--- src/rtl/async_short_to_long_tx.sv ---
// Source end of a 4-phase req/ack bundled-data crossing.
// Pulse events launch a held req/data pair with a 1-deep backlog slot.
module async_short_to_long_tx #(
  parameter int DATA_W      = 8,
  parameter int SYNC_STAGES = 2,
  parameter int DROP_W      = 4
) (
  input  logic              clk,
  input  logic              rst_n,
  input  logic              pulse_i,
  input  logic [DATA_W-1:0] data_i,
  input  logic              clr_i,
  input  logic              ack_i,
  output logic              req_o,
  output logic [DATA_W-1:0] data_o,
  output logic              busy_o,
  output logic              done_o,
  output logic              ovf_o,
  output logic [DROP_W-1:0] drop_cnt_o
);

  localparam logic [1:0] S_IDLE = 2'd0;
  localparam logic [1:0] S_REQ  = 2'd1;
  localparam logic [1:0] S_REL  = 2'd2;

  localparam logic [DROP_W-1:0] CNT_ONE = {{(DROP_W-1){1'b0}}, 1'b1};

  logic [1:0]             state_q, state_d;
  logic                   req_q, req_d;
  logic [DATA_W-1:0]      data_q, data_d;
  logic [DATA_W-1:0]      hold_data_q, hold_data_d;
  logic                   hold_v_q, hold_v_d;
  logic [SYNC_STAGES-1:0] sync_q, sync_d;
  logic                   done_q, done_d;
  logic                   ovf_q, ovf_d;
  logic [DROP_W-1:0]      drop_cnt_q, drop_cnt_d;

  logic ack_s;
  logic ev_busy;
  logic drop;

  assign ack_s = sync_q[SYNC_STAGES-1];

  always_comb begin
    sync_d      = {sync_q[SYNC_STAGES-2:0], ack_i};
    state_d     = state_q;
    req_d       = req_q;
    data_d      = data_q;
    hold_data_d = hold_data_q;
    hold_v_d    = hold_v_q;
    done_d      = 1'b0;
    ovf_d       = ovf_q;
    drop_cnt_d  = drop_cnt_q;
    ev_busy     = 1'b0;
    drop        = 1'b0;

    unique case (state_q)
      S_IDLE: begin
        if (pulse_i) begin
          data_d  = data_i;
          req_d   = 1'b1;
          state_d = S_REQ;
        end
      end
      S_REQ: begin
        ev_busy = pulse_i;
        if (ack_s) begin
          req_d   = 1'b0;
          state_d = S_REL;
        end
      end
      S_REL: begin
        if (!ack_s) begin
          done_d = 1'b1;
          if (hold_v_q) begin
            // backlog relaunches; a same-cycle event refills the slot
            data_d  = hold_data_q;
            req_d   = 1'b1;
            state_d = S_REQ;
            if (pulse_i) begin
              hold_data_d = data_i;
            end else begin
              hold_v_d = 1'b0;
            end
          end else if (pulse_i) begin
            data_d  = data_i;
            req_d   = 1'b1;
            state_d = S_REQ;
          end else begin
            state_d = S_IDLE;
          end
        end else begin
          ev_busy = pulse_i;
        end
      end
      default: begin
        state_d = S_IDLE;
        req_d   = 1'b0;
      end
    endcase

    if (ev_busy) begin
      if (!hold_v_q) begin
        hold_data_d = data_i;
        hold_v_d    = 1'b1;
      end else begin
        drop = 1'b1;
      end
    end

    if (clr_i) begin
      ovf_d      = 1'b0;
      drop_cnt_d = '0;
    end
    if (drop) begin
      ovf_d = 1'b1;
      if (clr_i) begin
        drop_cnt_d = CNT_ONE;
      end else if (!(&drop_cnt_q)) begin
        drop_cnt_d = drop_cnt_q + CNT_ONE;
      end
    end
  end

  always_ff @(posedge clk) begin
    if (!rst_n) begin
      state_q     <= S_IDLE;
      req_q       <= 1'b0;
      data_q      <= '0;
      hold_data_q <= '0;
      hold_v_q    <= 1'b0;
      sync_q      <= '0;
      done_q      <= 1'b0;
      ovf_q       <= 1'b0;
      drop_cnt_q  <= '0;
    end else begin
      state_q     <= state_d;
      req_q       <= req_d;
      data_q      <= data_d;
      hold_data_q <= hold_data_d;
      hold_v_q    <= hold_v_d;
      sync_q      <= sync_d;
      done_q      <= done_d;
      ovf_q       <= ovf_d;
      drop_cnt_q  <= drop_cnt_d;
    end
  end

  assign req_o      = req_q;
  assign data_o     = data_q;
  assign busy_o     = (state_q != S_IDLE) || hold_v_q;
  assign done_o     = done_q;
  assign ovf_o      = ovf_q;
  assign drop_cnt_o = drop_cnt_q;

endmodule

--- config.mk ---
export PLATFORM = sky130hd
export DESIGN_NAME = async_short_to_long_tx
export DESIGN_NICKNAME = d
export VERILOG_FILES = /design/src/rtl/async_short_to_long_tx.sv
export SDC_FILE = /design/constraint.sdc
export NUM_CORES = 1
export LEC_CHECK = 0
export CORE_MARGIN = 1
export CORE_UTILIZATION = 25
export CTS_BUF_LIST = sky130_fd_sc_hd__clkbuf_8
export DETAILED_ROUTE_END_ITERATION = 6
export GPL_ROUTABILITY_DRIVEN = 1
export MAX_ROUTING_LAYER = met4
export PLACE_DENSITY_LB_ADDON = 0.25
export SLEW_MARGIN = 30
export SYNTH_ARGS = -nofsm -noshare
export SYNTH_HDL_FRONTEND = slang
export SYNTH_SLANG_ARGS = --single-unit
export TNS_END_PERCENT = 5
--- constraint.sdc ---
create_clock -name clk -period 4.6 [get_ports clk]
set_clock_uncertainty 0.1 [all_clocks]
set_input_delay 0.92 -clock clk [delete_from_list [all_inputs] [get_ports clk]]
set_output_delay 0.92 -clock clk [all_outputs]
set_load 0.01 [all_outputs]
## Word level (Yosys, flattened, before mapping)

Cells that the tools add are included.

| word-level totals | value |
|---|---|
| bits in writable memories | 0 |
| flip-flop bits (word level) | 28 |
| latch bits | 0 |
| output and inout bits | 16 |
| memories kept | 0 |
| bits of input ports | 13 |
| ROM bits | 0 |

| cells by class | value |
|---|---|
| magnitude comparators | 0 |
| reductions and logical operators | 10 |
| bitwise logic cells | 0 |
| mux-type cells | 38 |
| equality and inequality tests | 5 |
| $add $sub $neg | 1 |
| divide/modulo/power cells | 0 |
| shift operators | 0 |
| multiply operators | 0 |

Operator list:

| operator | count |
|---|---|
| 2-to-1 mux 8 bit | 9 |
| 2-to-1 mux 1 bit | 18 |
| 2-to-1 mux 4 bit | 4 |
| one-hot mux 8 bit (2 select lines) | 1 |
| 2-to-1 mux 2 bit | 3 |
| inequality test 2 bit (second input constant) | 3 |
| one-hot mux 2 bit (3 select lines) | 1 |
| AND reduction 2 bit | 3 |
| nonzero test 2 bit | 3 |
| adder 4 x 1 -> 4 bit (second input constant) | 1 |
| AND reduction 4 bit | 1 |
| one-hot mux 1 bit (3 select lines) | 1 |
| AND reduction 3 bit | 1 |
| == test 2 x 1 -> 1 bit (second input constant) | 1 |
| == test 2 bit (second input constant) | 1 |
| logical NOT 2 bit | 1 |
| one-hot mux 1 bit (2 select lines) | 1 |
| logical OR 1 bit | 1 |

## Depth between registers and ports, before layout

| logic depth | value |
|---|---|
| word-level depth | 6 |
| mapped depth | 7 |

## Least setup slack after synthesis

OpenSTA, ideal clock, no wires.

| path | value |
|---|---|
| path kind | input port to flip-flop |
| from | input port pulse_i |
| to | register drop_cnt_q[3], in the netlist drop_cnt_o[3] |
| slack | 2.439 ns |
| arrival time | 1.938 ns |
| path buffers | 1 |
| data required time | 4.377 ns |
| stages on the path | 5 |
| cells stage by stage | buf_4 nand2_1 nor4b_4 nand4_1 mux2_1 |

| on the way | value |
|---|---|
| cells in the longest elaborated chain, start to end | 4 |

RTL lines:

| element | line | text |
|---|---|---|
| from (decl) | 10 | `input logic pulse_i,` |
| 2-to-1 mux 1 bit | 73 | `if (!ack_s) begin` |
| one-hot mux 1 bit (2 select lines) (*) | 57 | `unique case (state_q)` |
| 2-to-1 mux 1 bit (*) | 102 | `if (ev_busy) begin` |
| 2-to-1 mux 4 bit (*) | 115 | `if (drop) begin` |
| to (signal assigned) | 145 | `drop_cnt_q <= drop_cnt_d;` |
| to (decl) | 36 | `logic [DROP_W-1:0] drop_cnt_q, drop_cnt_d;` |

Every way passes the cells marked *; elsewhere a longest branch is shown, timed or not.
A chain may end at the register's enable or synchronous reset.

## Final worst setup path

| path | value |
|---|---|
| from | register hold_v_q |
| to | output port busy_o |

| on the way | value |
|---|---|
| cells in the longest elaborated chain, start to end | 1 |

RTL lines:

| element | line | text |
|---|---|---|
| from (decl) | 32 | `logic hold_v_q, hold_v_d;` |
| from (signal assigned) | 141 | `hold_v_q <= hold_v_d;` |
| logical OR 1 bit | 151 | `assign busy_o = (state_q != S_IDLE) \|\| hold_v_q;` |
| to (decl) | 16 | `output logic busy_o,` |

No other way between the ends.

==> impl_metrics.csv <==
group,metric,value,unit
clock_network,clockBufferDepth,2,
setup_path,cp-start-kind,"flip-flop",
pwr,switchingPower,0.270,mW
cells_and_area,finalNetCount,201,
synthesis,netlist_area,1370,um^2
sta,finalSetupViolCount,0,
cells_and_area,antennaDiodeCount,0,
global_route,grt_first_pass_wirelength,5310,um
die,num_rows,26,
sta,tightest_slew,0.771,ns
clock_network,cts.clk_slew.worst_paths,0.11,ns
pwr,vdd_ir_drop_max,0.180,mV
pwr,p_seq_share,40.8,%
pwr,p_leak,0.614,nW
cells_and_area,multiInputGateArea,738,um^2
routing,first_iter_violations,59,
routing,firstDrtPassIters,4,
cells_and_area,fill_cells,606,
synthesis,synth_top_area_cell,"dfxtp_1",
placed_design,gp_congestion,0.715,
setup_path,worstReg2RegEnd,"data_o[6]",
global_route,antenna_found_initial,0,
pwr,p_per_area,435,nW/um^2
synthesis,ys_seq_area_share,40.8,%
global_route,grt_max_degree,23,
sta,final.period_utilization,62.2,%
setup_path,r2r_slack,2.32,ns
synthesis,syn_avg_cell_area,8.70,um^2
routing,vias,1152,
sta,maxSlewViolCount,0,
pwr,p_comb_share,38.0,%
synthesis,synthCells,158,
pwr,intPower,0.488,mW
setup_path,path_class,"reg -> out",
die,die_x,76.1,um
routing,post-route-drc-count,0,
pwr,pwr-share-clk,21.2,%
routing,viasPerCell,4.61,
die,ios,29,
setup_path,critical_path_required,3.58,ns
pwr,sw_frac_of_total,35.6,%
global_route,grt_overflow_total,0,
sta,tns,0,ns
cells_and_area,regArea,561,um^2
clock_network,tritoncts,"yes",
clock_network,cts_resized,0,
die,die_area,5800,um^2
synthesis,synth_top_area_share,40.8,%
setup_path,critPathLaunch,"hold_v_q",
clock_network,numCtsBuffers,3,
setup_path,timing.rr.start,"state_q[0]",
synthesis,yosys_warnings,0,
clock_network,clk_latency,0.28,ns
cells_and_area,syn2layout_area_growth,26.7,%
routing,antenna_left,0,
synthesis,ys_ff_latch,28,
job,maxCapViolations,0,
sta,hold_violations,0,
routing,drt_wl_total,3050,um
die,die_h,76.1,um
synthesis,synth.top_cells.by_area,"dfxtp_1, ha_1, nand3_1",
sta,min_period,2.86,ns
global_route,grt_usage,11.4,%
clock_network,clock_sinks,28,
placed_design,portBuffers,28,
cells_and_area,stdcell_area,1740,um^2
synthesis,syn-num-nets,178,
placed_design,placed_area,1690,um^2
global_route,grt_pass1_vias,1081,
clock_network,post-cts-setup-buffer-count,0,
synthesis,ys_types,32,
sta,fmax,0.350,GHz
min_path,hold_class,"reg -> reg",
cells_and_area,drive_gt1_share,5.00,%
routing,wire_per_inst,12.2,um
setup_path,crit_arrival,1.84,ns
die,core-area,5200,um^2
setup_path,cp_max_fo,20,
setup_path,crit_path_end_kind,"output pin",
setup_path,endpoint,"busy_o",
status,outcome,"completed",
die,initial_core_util,26.4,%
sta,grt_setup_unrepaired,"false",
clock_network,ctsHoldBuffers,0,
clock_network,cts-root-buf,"clkbuf_8",
setup_path,r2r_cells,6,
sta,timing.slew.headroom,48.5,%
clock_network,cts_max_level,1,
placed_design,hpwl,2100,um
-- critical path: stages (launching register included) --
cell and delay, ns:
dfxtp_1 0.84, nand2b_1 0.20, clkdlybuf4s50_1 0.53
-- power by group through the flow --
stage | registers, mW | logic, mW | clock network, mW
floorplan | 0.317 | 0.191 | 0
global placement | 0.316 | 0.290 | 0
detailed placement | 0.315 | 0.292 | 0
CTS | 0.310 | 0.294 | 0.165
global route | 0.316 | 0.317 | 0.174
finish | 0.309 | 0.287 | 0.161
-- stage by stage --
step                      hold WS [ns]  util (%)  setup slack [ns]  std cells  power (mW)
after floorplan                  0.312         -              2.44        158       0.507
after global placement           0.321      32.4              1.74        246       0.606
after detailed placement         0.325      32.4              1.70        246       0.607
after CTS                        0.351      33.4              1.72        250       0.768
after global routing             0.364      33.4              1.65        250       0.807
final                            0.348      33.4              1.74        250       0.757
-- worst min path at each step --
| stage | startpoint | endpoint | depth (start not counted) |
|---|---|---|---|
| CTS | sync_q[0] | sync_q[1] | 1 |
| global route | sync_q[0] | sync_q[1] | 1 |
| floorplan | sync_q[0] | sync_q[1] | 1 |
| detailed placement | sync_q[0] | sync_q[1] | 1 |
| global placement | sync_q[0] | sync_q[1] | 1 |
| finish | sync_q[0] | sync_q[1] | 1 |
-- routing by layer --
metal  GRT usage, %  up-vias  share of wire [%]
met5              -        -                  0
met4           3.46        0                1.1
met3           2.28        4                3.8
met2           18.0       22                 45
met1           14.6      527                 50
li1               -      599                  -
-- final cells by class --
type                       instances  share of cell area [%]
clock buffer                       4                    3.16
tap                               70                    5.03
timing repair buffer              28                    16.1
inverter                           5                    1.08
sequential                        28                    32.2
multi-input combinational        115                    42.4
-- synthesized netlist by cell type --
master,instances
a211o_1,1
a211oi_4,1
a21o_1,2
a21oi_1,6
a21oi_2,2
a221oi_1,1
a311oi_1,8
and2_1,2
and3_1,1
buf_2,3
buf_4,2
buf_6,1
clkbuf_1,4
dfxtp_1,28
ha_1,7
inv_1,5
mux2_1,1
mux2i_1,3
nand2_1,20
nand2b_1,5
nand3_1,17
nand3b_1,1
nand4_1,2
nor2_1,16
nor2b_1,1
nor3_1,2
nor4b_4,1
nor4bb_1,1
o21a_1,1
o21ai_0,11
o32ai_1,1
o32ai_4,1
-- registers in the layout, summed over array words and instances, names as in the netlist --
name,count
data_o,8
hold_v_q,1
req_o,1
state_q,2
hold_data_q,8
sync_q,2
drop_cnt_o,4
ovf_o,1
done_o,1
-- kinds of logic after synthesis --
kind of cell               Yosys count  synth area share (%)
and+or+nand+nor                     69                  24.8
AOI/OAI and AO/OA                   35                  19.6
DFF                                 28                  40.8
buffers and inverters               15                  5.46
adders and majority gates            7                  6.37
muxes                                4                  3.01
-- cell usage in the layout (no fill, tap or decap), drive strengths merged --
| master | count |
|---|---|
| nand3 | 17 |
| o21a | 1 |
| a21oi | 8 |
| a211o | 1 |
| and3 | 1 |
| mux2 | 1 |
| inv | 5 |
| clkbuf | 4 |
| nand2b | 5 |
| ha | 7 |
| a221oi | 1 |
| a21o | 2 |
| clkdlybuf4s50 | 28 |
| nor4bb | 1 |
| o21ai | 11 |
| nor4b | 1 |
| dfxtp | 28 |
| a211oi | 1 |
| nand4 | 2 |
| nand3b | 1 |
| nand2 | 20 |
| mux2i | 3 |
| and2 | 2 |
| nor2b | 1 |
| nor3 | 2 |
| a311oi | 8 |
| o32ai | 2 |
| nor2 | 16 |
Note: power is estimated with default switching activity, not from simulation.
